**src/rtl/read_channel.sv**
```systemverilog
// read_channel
// Single-burst AXI4 read master feeding an AXI4-Stream output.
// A rising edge on read_start_i latches address, length and size. The block
// then issues one INCR burst on the AR channel and forwards every R beat to
// the stream. R and stream are tied together combinationally in DATA, so
// stream backpressure stalls the read data channel directly.
//
// Ports
//   m_axi_aclk, m_axi_aresetn    clock, asynchronous active-low reset
//   m_mm2s_axi_ar*               AR channel (address, burst/cache/prot, len, size, handshake)
//   m_mm2s_axi_r*                R channel (data, resp, last, handshake)
//   m_mm2s_axis_t*               output stream (data, valid, last, ready)
//   read_start_i                 start request, rising-edge sensitive
//   read_addr_i/len_i/size_i     burst parameters, sampled on the start edge
//   read_busy_o                  high while a burst is in flight (ADDR or DATA)
//   read_error_o                 sticky error of the last transfer
//
// State | meaning
// IDLE  | waiting for a start edge; R channel not accepted
// ADDR  | AR request presented, waiting for arready
// DATA  | R beats passed through to the stream until beat arlen is accepted

module read_channel #(
    parameter int DMA_DATA_WIDTH_DST = 64,
    parameter int DMA_AXI_ADDR_WIDTH = 32
) (
    input  logic                          m_axi_aclk,
    input  logic                          m_axi_aresetn,

    output logic [DMA_AXI_ADDR_WIDTH-1:0] m_mm2s_axi_araddr,
    output logic [1:0]                    m_mm2s_axi_arburst,
    output logic [3:0]                    m_mm2s_axi_arcache,
    output logic [2:0]                    m_mm2s_axi_arprot,
    output logic [7:0]                    m_mm2s_axi_arlen,
    output logic [2:0]                    m_mm2s_axi_arsize,
    output logic                          m_mm2s_axi_arvalid,
    input  logic                          m_mm2s_axi_arready,

    input  logic [DMA_DATA_WIDTH_DST-1:0] m_mm2s_axi_rdata,
    input  logic [1:0]                    m_mm2s_axi_rresp,
    input  logic                          m_mm2s_axi_rlast,
    input  logic                          m_mm2s_axi_rvalid,
    output logic                          m_mm2s_axi_rready,

    output logic [DMA_DATA_WIDTH_DST-1:0] m_mm2s_axis_tdata,
    output logic                          m_mm2s_axis_tvalid,
    output logic                          m_mm2s_axis_tlast,
    input  logic                          m_mm2s_axis_tready,

    input  logic                          read_start_i,
    input  logic [DMA_AXI_ADDR_WIDTH-1:0] read_addr_i,
    input  logic [7:0]                    read_len_i,
    input  logic [2:0]                    read_size_i,
    output logic                          read_busy_o,
    output logic                          read_error_o
);

    typedef enum logic [1:0] {
        ST_IDLE = 2'd0,
        ST_ADDR = 2'd1,
        ST_DATA = 2'd2
    } state_t;

    state_t     state;
    state_t     state_nxt;

    logic       start_q;
    logic       start_edge;
    logic       load_cmd;
    logic       r_fire;
    logic       beat_last;
    logic       beat_bad;
    logic [7:0] beat_cnt;

    // Fixed AR attributes: incrementing bursts, bufferable/modifiable, unprivileged.
    assign m_mm2s_axi_arburst = 2'b01;
    assign m_mm2s_axi_arcache = 4'b0011;
    assign m_mm2s_axi_arprot  = 3'b000;

    // start_q resets to 0, so a start held high across reset release is
    // seen as a fresh edge on the first clock.
    assign start_edge = read_start_i & ~start_q;

    assign beat_last  = (beat_cnt == m_mm2s_axi_arlen);
    assign r_fire     = m_mm2s_axi_rvalid & m_mm2s_axi_rready;
    // rlast from the slave must agree with our own beat count.
    assign beat_bad   = (m_mm2s_axi_rresp != 2'b00) | (m_mm2s_axi_rlast != beat_last);

    assign m_mm2s_axis_tdata = m_mm2s_axi_rdata;

    always_ff @(posedge m_axi_aclk or negedge m_axi_aresetn) begin
        if (!m_axi_aresetn) begin
            state <= ST_IDLE;
        end else begin
            state <= state_nxt;
        end
    end

    always_comb begin
        state_nxt          = state;
        load_cmd           = 1'b0;
        m_mm2s_axi_arvalid = 1'b0;
        m_mm2s_axi_rready  = 1'b0;
        m_mm2s_axis_tvalid = 1'b0;
        m_mm2s_axis_tlast  = 1'b0;
        read_busy_o        = 1'b0;

        case (state)
            ST_IDLE: begin
                if (start_edge) begin
                    load_cmd  = 1'b1;
                    state_nxt = ST_ADDR;
                end
            end
            ST_ADDR: begin
                read_busy_o        = 1'b1;
                m_mm2s_axi_arvalid = 1'b1;
                if (m_mm2s_axi_arready) begin
                    state_nxt = ST_DATA;
                end
            end
            ST_DATA: begin
                read_busy_o        = 1'b1;
                m_mm2s_axi_rready  = m_mm2s_axis_tready;
                m_mm2s_axis_tvalid = m_mm2s_axi_rvalid;
                m_mm2s_axis_tlast  = beat_last;
                if (r_fire && beat_last) begin
                    state_nxt = ST_IDLE;
                end
            end
            default: begin
                state_nxt = ST_IDLE;
            end
        endcase
    end

    always_ff @(posedge m_axi_aclk or negedge m_axi_aresetn) begin
        if (!m_axi_aresetn) begin
            start_q <= 1'b0;
        end else begin
            start_q <= read_start_i;
        end
    end

    // AR payload is only written in IDLE, so it stays stable through ADDR.
    always_ff @(posedge m_axi_aclk or negedge m_axi_aresetn) begin
        if (!m_axi_aresetn) begin
            m_mm2s_axi_araddr <= '0;
            m_mm2s_axi_arlen  <= '0;
            m_mm2s_axi_arsize <= '0;
        end else if (load_cmd) begin
            m_mm2s_axi_araddr <= read_addr_i;
            m_mm2s_axi_arlen  <= read_len_i;
            m_mm2s_axi_arsize <= read_size_i;
        end
    end

    always_ff @(posedge m_axi_aclk or negedge m_axi_aresetn) begin
        if (!m_axi_aresetn) begin
            beat_cnt <= '0;
        end else if (load_cmd) begin
            beat_cnt <= '0;
        end else if (r_fire) begin
            beat_cnt <= beat_cnt + 8'd1;
        end
    end

    always_ff @(posedge m_axi_aclk or negedge m_axi_aresetn) begin
        if (!m_axi_aresetn) begin
            read_error_o <= 1'b0;
        end else if (load_cmd) begin
            read_error_o <= 1'b0;
        end else if (r_fire && beat_bad) begin
            read_error_o <= 1'b1;
        end
    end

endmodule

```
**config.mk**
```make
export PLATFORM = sky130hd
export DESIGN_NAME = read_channel
export DESIGN_NICKNAME = d
export VERILOG_FILES = /design/src/rtl/read_channel.sv
export SDC_FILE = /design/constraint.sdc
export NUM_CORES = 1
export LEC_CHECK = 0
export CORE_MARGIN = 4
export CORE_UTILIZATION = 33
export DETAILED_ROUTE_END_ITERATION = 10
export PLACE_DENSITY_LB_ADDON = 0.15
export REMOVE_ABC_BUFFERS = 1
export SKIP_LAST_GASP = 1
export SYNTH_ARGS = -nofsm -noshare
export SYNTH_HDL_FRONTEND = slang
export SYNTH_SLANG_ARGS = --single-unit
export TNS_END_PERCENT = 30
```
**constraint.sdc**
```tcl
create_clock -name m_axi_aclk -period 1.85 [get_ports m_axi_aclk]
set_input_delay 0.185 -clock m_axi_aclk [delete_from_list [all_inputs] [get_ports m_axi_aclk]]
set_output_delay 0.185 -clock m_axi_aclk [all_outputs]
set_load 0.05 [all_outputs]
```
# [Yosys cells after proc, flatten, opt, wreduce, memory -nomap -nowiden]
# Index checks and enable logic that the tools add are counted.
[op_classes] addsub=1 multipliers=0 n_div=0 order_cmp=0 n_eq_ne=7 n_shift=0 n_mux=15 n_bitwise=4 n_reduce_logical=8
[op_table] op="$mux W8" n=2
[op_table] op="$mux W1" n=9
[op_table] op="$add A8 B1 Y8 const B" n=1
[op_table] op="$eq A8 B8 Y1" n=1
[op_table] op="$mux W2" n=3
[op_table] op="$ne A2 B2 Y1 const B" n=3
[op_table] op="$pmux W2 S3" n=1
[op_table] op="$reduce_bool A2 Y1" n=3
[op_table] op="$reduce_and A3 Y1" n=1
[op_table] op="$and A1 B1 Y1" n=2
[op_table] op="$eq A2 B1 Y1 const B" n=1
[op_table] op="$eq A2 B2 Y1 const B" n=1
[op_table] op="$logic_and A1 B1 Y1" n=2
[op_table] op="$logic_not A2 Y1" n=1
[op_table] op="$reduce_or A2 Y1" n=1
[op_table] op="$ne A1 B1 Y1" n=1
[op_table] op="$not A1 Y1" n=1
[op_table] op="$or A1 B1 Y1" n=1
[word_totals] reg_bits=55 latchBits=0 mem_bits_rw=0 romBits=0 out_inout_bits=122 n_memories=0

# [Depth between registers and ports, before layout]
# Gate-level depths: netlist of the first run.
[depth] word_depth=6 ltp_mapped=8 mapped_depth_nobuf=6

# [Worst setup path before layout of the first run]
# OpenSTA, ideal clock, no wires.
[synth_path] path_type="register -> register" startpoint="register state[1]" endpoint="register state[0]" t_arrival_ps=1741 t_required_ps=1763 setup_slack_ps=22 stages_incl_launch_ff=7 synth_period_minus_slack_ps=1828 cell_sequence="dfrtp_1 > inv_1 > ha_1 > nor2b_1 > a21o_1 > or4_1 > o211ai_1"
[synth_between] elab_chain_cells=6 elab_cells_between_ends=11 cone_classes="5 x eq/ne; 2 x mux; 1 x bitwise; 3 x reduce/logical"
[synth_rtl] element="start: declaration" line="64" rtl="state_t state;"
[synth_rtl] element="start signal: assignment" line="95" rtl="state <= state_nxt;"
[synth_rtl] element="$eq A2 B2 Y1" line="108" rtl="case (state)"
[synth_rtl] element="$mux W1" line="108"
[synth_rtl] element="$and A1 B1 Y1" line="85" rtl="assign r_fire = m_mm2s_axi_rvalid & m_mm2s_axi_rready;"
[synth_rtl] element="$logic_and A1 B1 Y1" line="127" rtl="if (r_fire && beat_last) begin"
[synth_rtl] element="$ne A2 B2 Y1 (no line)"
[synth_rtl] element="$reduce_and A3 Y1 (no line)"
# Several ways; a longest one is shown, not always the timed one.
# A chain may end at the register's enable or synchronous reset.

# [Final worst setup path of the first run]
[layout_path] startpoint="register state[0]" endpoint="register state[1]"
# Same word-level chain as after synthesis.

==> flow_summary.toml, run 1 <==
[outcome]
run_status = "finished clean"

[timing]
fmax_mhz = 558
timing.final.ws_setup_ps = 56.7
setup_viol = 0
slew_headroom = 0.646
min_period_ps = 1790
grt_setup_unrepaired = "yes"
holdWs_ps = 237
finalHoldViolations = 0
finClkSkew_ps = 11.4
maxSlewViolCount = 0
fin_crit_sh = 0.969
tightestPinTransition_ps = 530

[cts]
insertion_delay_ps = 310
cts_max_path_buffers = 2
cts_htree_levels = 2
clk_pin_slew_ps = 90
cts_tree = "yes"
cts_inserted_buffers = 5
clkSinkCount = 55
cts-root-buf = "clkbuf_8"

[cells_and_area]
drive_gt1_frac = 0.0853
num-nets-final = 506
finalNonFillerCells = 495
stdcell_area_mm2 = 0.00379
diodes = 0
fillers = 898
synthToLayoutAreaGrowth_pct = 28.2

[yosys]
synth_area_per_cell_um2 = 8.54
netlist_instances = 346
yosys_warnings = 0
synth.most_common_cell = "nand2_1"
synth_top_area_cell = "dfrtp_1"
yosysUniqueCellTypes = 31
synth_edf_count = 0
synth-main-ff-cell = "dfrtp_1"
yosysTopAreaCellShare = 0.466
ys_async_sr_fraction = 1.00
synth.cell_area_mm2 = 0.00295
seq_area_frac_synth = 0.466
synth-seq-cells = 55
yosys-top-cells-area = "dfrtp_1, buf_4, nand2_1, xnor2_1, ha_1"
yosys-top-cells-count = "nand2_1, buf_4, dfrtp_1"

[routing]
first_pass_iters = 6
num_vias = 2301
viasPerCell = 4.65
drc = 0
wirelength_mm = 11.5
drt_iter0_drc = 80
routedWlPerCell_um = 23.3
ant_nets = 0

[setup_path]
critPathArrivalTime_ps = 2010
r2r-start = "state[0]$_DFFE_PN0P_"
r2r_slack_ps = 60
cp-startpoint = "state[0]$_DFFE_PN0P_"
end_kind = "register"
cp_slowest_cell = "dfrtp_1"
max_stage_delay_ps = 420
r2r_end = "state[1]$_DFFE_PN0P_"
crit_chain = "inv_1, ha_1, and3_2, nand2_1, or4_1, o211ai_1"
startpoint_type = "register"
crit_type = "register to register"
ff2ff_path_depth = 6
crit_fanout = 9
cp.required_ps = 2070

[floorplan]
die_h_um = 103
core_area_mm2 = 0.00872
start_util = 0.339
die-area_mm2 = 0.0105
die_w_um = 103
ios = 238
rows = 34

[global_route]
first_global_vias = 2178
globalRouteOverflowTotal = 0
grt_pass1_wl_mm = 15.7
antenna_found_initial = 0
grt_max_degree = 53
grt_usage = 0.213

[place]
hpwlAfterDp_mm = 9.10
gp_congestion = 0.828
dp_cells = 481
place_ws_ps = 84.7
dpl_cell_area_mm2 = 0.00362
io_buffers = 100

[min_path]
hold_path.class = "input pin to asynchronous set/reset pin"

[run]
maxCapViolCount = 0

[power]
total_leakage_power_nw = 1.76
finalPower_w = 0.00722
peakVddDrop_mv = 0.874
pwr_density_cell_mw_per_mm2 = 1910
==> cell type report <==
| type | instances | area (µm²) | share of cell area |
|---|---|---|---|
| Timing Repair Buffer | 110 | 1140 | 0.300 |
| Clock buffer | 6 | 72.6 | 0.0192 |
| Tap cell | 108 | 135 | 0.0357 |
| Inverter | 4 | 15.0 | 0.00397 |
| Clock inverter | 2 | 38.8 | 0.0102 |
| Sequential cell | 55 | 1380 | 0.365 |
| Multi-Input combinational cell | 210 | 1010 | 0.266 |
==> worst max-delay path by stage <==
| stage | to |
|---|---|
| 2_1_floorplan | beat_cnt[0]$_DFFE_PN0P_ |
| 3_3_place_gp | state[0]$_DFFE_PN0P_ |
| 3_5_place_dp | state[1]$_DFFE_PN0P_ |
| 4_1_cts | m_mm2s_axis_tlast |
| 5_1_grt | m_mm2s_axis_tlast |
| 6_report | state[1]$_DFFE_PN0P_ |
==> what timing repair did <==
action	4_1_cts	5_1_grt
pin swaps	2	1
gates resized for setup	1	5
hold buffers	1	0
setup buffers	2	3
hold endpoints to repair	55	0
endpoints found under the setup margin	1	3
==> layer usage <==
metal / track usage / part of all wire / vias to the layer above
met1: 0.243 / 0.37 / 1032
met3: 0.270 / 0.28 / 14
met5: 0 / 0 / -
met4: 0.0262 / 0.0055 / 0
met2: 0.251 / 0.35 / 186
li1: - / - / 1069
==> worst max-delay path: cells and delay by family, from the launching register on <==
family | cells | cell delay (ps)
compound gates | 1 | 110
fa+ha+maj | 1 | 310
buf+inv | 1 | 90
flops | 1 | 420
simple gates | 3 | 790
==> cell usage in the layout (no fill, tap or decap), types with 2 or more instances in the layout <==
cell	count
a211oi_1	2
a21oi_1	2
and2_1	3
and3_2	2
buf_12	6
buf_4	8
clkbuf_8	5
clkdlybuf4s50_1	94
conb_1	9
dfrtp_1	51
dfrtp_2	4
ha_1	4
inv_1	4
nand2_1	137
nand3_1	2
nand4_1	5
nor2_1	8
nor3_1	3
nor4_1	2
o211ai_1	2
o21ai_0	3
or4_1	2
xnor2_1	10
xor2_1	3
==> per-stage QoR <==
stage	TNS [ps]	util
final	0	0.434
after global placement	0	0.415
after global routing	-13.5	0.434
after floorplan	-36060	-
after detailed placement	0	0.415
after CTS	0	0.431
==> power by group <==
part           switching [W]  internal, W  total [W]  leakage (nW)
logic                0.00284      0.00146    0.00430          1.02
registers           0.000357      0.00173    0.00209         0.688
clock network       0.000417     0.000410   0.000827        0.0558
total                0.00361      0.00360    0.00722          1.76
==> sequential cells by signal (all words and copies together) (netlist names) <==
| name | flops |
|---|---|
| m_mm2s_axi_araddr | 32 |
| beat_cnt | 8 |
| m_mm2s_axi_arlen | 8 |
| m_mm2s_axi_arsize | 3 |
| state | 2 |
| read_error_o | 1 |
| start_q | 1 |
==> cells by family after synthesis <==
kind of cell,synth area share
buffers and inverters,0.206
other,0.00254
AOI/OAI and AO/OA,0.0241
xor gates and xnor gates,0.0441
and+or+nand+nor,0.241
DFF,0.466
adders and majority gates,0.0169
(Power assumes the default switching activity.)
==> run 2, diff against run 1 <==
Settings changed: CTS_BUF_LIST set to sky130_fd_sc_hd__clkbuf_16, CTS_CLUSTER_SIZE set to 40.
==> run 2 against run 1 <==
  * Fmax rose by 0.14%
  * Die area unchanged
  * Clock power is 31% higher
  * Sequential power about the same
  * Clock-buffer cell count decreased by 1
  * Core utilization rose by 0.42 points
  * Register-to-register slack hardly changed
  * Setup slack improved by 2.5 ps
  * Total power grew 3.3%
  * Global-route usage is essentially flat
  * Combinational power is essentially flat
==> flow_summary.toml, run 2 (synthesized netlist as in run 1, its figures left out) <==
[cells_and_area]
finalNonFillerCells = 493
top_regs = "m_mm2s_axi_araddr: 32 flops, beat_cnt: 8 flops, m_mm2s_axi_arlen: 8 flops"
num-nets-final = 504
synthToLayoutAreaGrowth_pct = 29.4
regMostFlops = "m_mm2s_axi_araddr"
diodes = 0
most-common-layout-cells = "nand2_1, clkdlybuf4s50_1, dfrtp_1"
drive_gt1_frac = 0.0701
largest_reg_flops = 32
fillers = 890
final_common_cell = "nand2_1"

[global_route]
grt_max_degree = 53
grt_usage = 0.213
grt_pass1_wl_mm = 15.7
globalRouteOverflowTotal = 0
antenna_found_initial = 0
first_global_vias = 2193

[setup_path]
crit_chain = "inv_1, ha_1, and3_1, nand2_1, or4_1, o211ai_1"
cp.required_ps = 2050
r2r_slack_ps = 60
end_kind = "register"
cp_slowest_cell = "dfrtp_1"
startpoint_type = "register"
max_stage_delay_ps = 410
crit_type = "register to register"
critPathArrivalTime_ps = 1990
crit_fanout = 9

[place]
hpwlAfterDp_mm = 9.10
dp_cells = 481
io_buffers = 100
gp_congestion = 0.828

[power]
total_leakage_power_nw = 1.79
peakVddDrop_mv = 0.875
pwr_density_cell_mw_per_mm2 = 1950

[timing]
finalHoldViolations = 0
finClkSkew_ps = 10.6
setup_viol = 0
setup_tns_ps = 0
tightestPinTransition_ps = 530
fmax_mhz = 558
maxSlewViolCount = 0
grt_setup_unrepaired = "yes"
holdWs_ps = 262
fin_crit_sh = 0.968
slew_headroom = 0.645
min_period_ps = 1790

[floorplan]
die_h_um = 103
rows = 34
start_util = 0.339
core_area_mm2 = 0.00872
die-area_mm2 = 0.0105
die_w_um = 103
ios = 238

[cts]
cts_tree = "yes"
cts-root-buf = "clkbuf_16"
clk_pin_slew_ps = 70
clkSinkCount = 55
cts_max_path_buffers = 2
cts_htree_levels = 2
insertion_delay_ps = 290
cts_inserted_buffers = 5

[run]
maxCapViolCount = 0

[routing]
ant_nets = 0
num_vias = 2282
routedWlPerCell_um = 23.3
drc = 0
first_pass_iters = 5
drt_iter0_drc = 89
wirelength_mm = 11.5
viasPerCell = 4.63

[outcome]
run_status = "finished clean"

[min_path]
hold_path.class = "input pin to asynchronous set/reset pin"
run 2: final cells by class:
class	count	area [µm²]	share of cell area
multi-input combinational	210	1010	0.263
inverter	4	15.0	0.00393
timing repair buffer	108	1120	0.293
clock buffer	5	125	0.0327
clock inverter	3	42.5	0.0111
tap	108	135	0.0354
sequential	55	1380	0.360
run 2: what timing repair did:
| action | 4_1_cts | 5_1_grt |
|---|---|---|
| resized for setup | 1 | 1 |
| pin swaps | 2 | 1 |
| endpoints found under the hold margin | 55 | 0 |
| setup buffers | 2 | 1 |
| setup endpoints to repair | 1 | 3 |
| hold buffers | 1 | 0 |
run 2: power by group:
group / leakage [nW] / internal [W] / switching, W
registers: 0.693 / 0.00173 / 0.000368
logic: 1.01 / 0.00145 / 0.00282
clock network: 0.0856 / 0.000640 / 0.000441
run 2: metrics by stage:
stage | worst slack [ps] | cell area (µm²) | utilization | power, W
2_1_floorplan | -726 | 2390 | - | 0.00481
3_3_place_gp | 152 | 3620 | 0.415 | 0.00633
3_5_place_dp | 84.7 | 3620 | 0.415 | 0.00636
4_1_cts | 36.5 | 3810 | 0.437 | 0.00753
5_1_grt | -13.2 | 3820 | 0.438 | 0.00786
6_report | 59.1 | 3820 | 0.438 | 0.00745
run 2: final timing paths:
path	start	end	depth (start not counted)
max in group asynchronous	m_axi_aresetn	beat_cnt[3]$_DFFE_PN0P_	3
max reg2reg	state[0]$_DFFE_PN0P_	state[1]$_DFFE_PN0P_	6
min reg2reg	m_mm2s_axi_araddr[14]$_DFFE_PN0P_	m_mm2s_axi_araddr[14]$_DFFE_PN0P_	2
max	state[0]$_DFFE_PN0P_	state[1]$_DFFE_PN0P_	6
min	m_axi_aresetn	start_q$_DFF_PN0_	2
min in group m_axi_aclk	m_mm2s_axi_rdata[34]	m_mm2s_axis_tdata[34]	0
run 2: routing by layer:
metal  global-route usage  vias up  part of all wire  wire length (µm)
li1                     -     1066                 -                 -
met1                0.243     1028              0.37              4290
met2                0.249      184              0.35              4030
met3                0.270        4              0.27              3150
met4               0.0272        0            0.0025                29
met5                    0        -                 0                 0
run 2: critical path, delay by kind of cell (launching register included):
| kind | cells | cell delay (ps) |
|---|---|---|
| buffers and inverters | 1 | 90 |
| and+or+nand+nor | 3 | 800 |
| adders and majority gates | 1 | 300 |
| AOI/OAI and AO/OA | 1 | 100 |
| DFF | 1 | 410 |
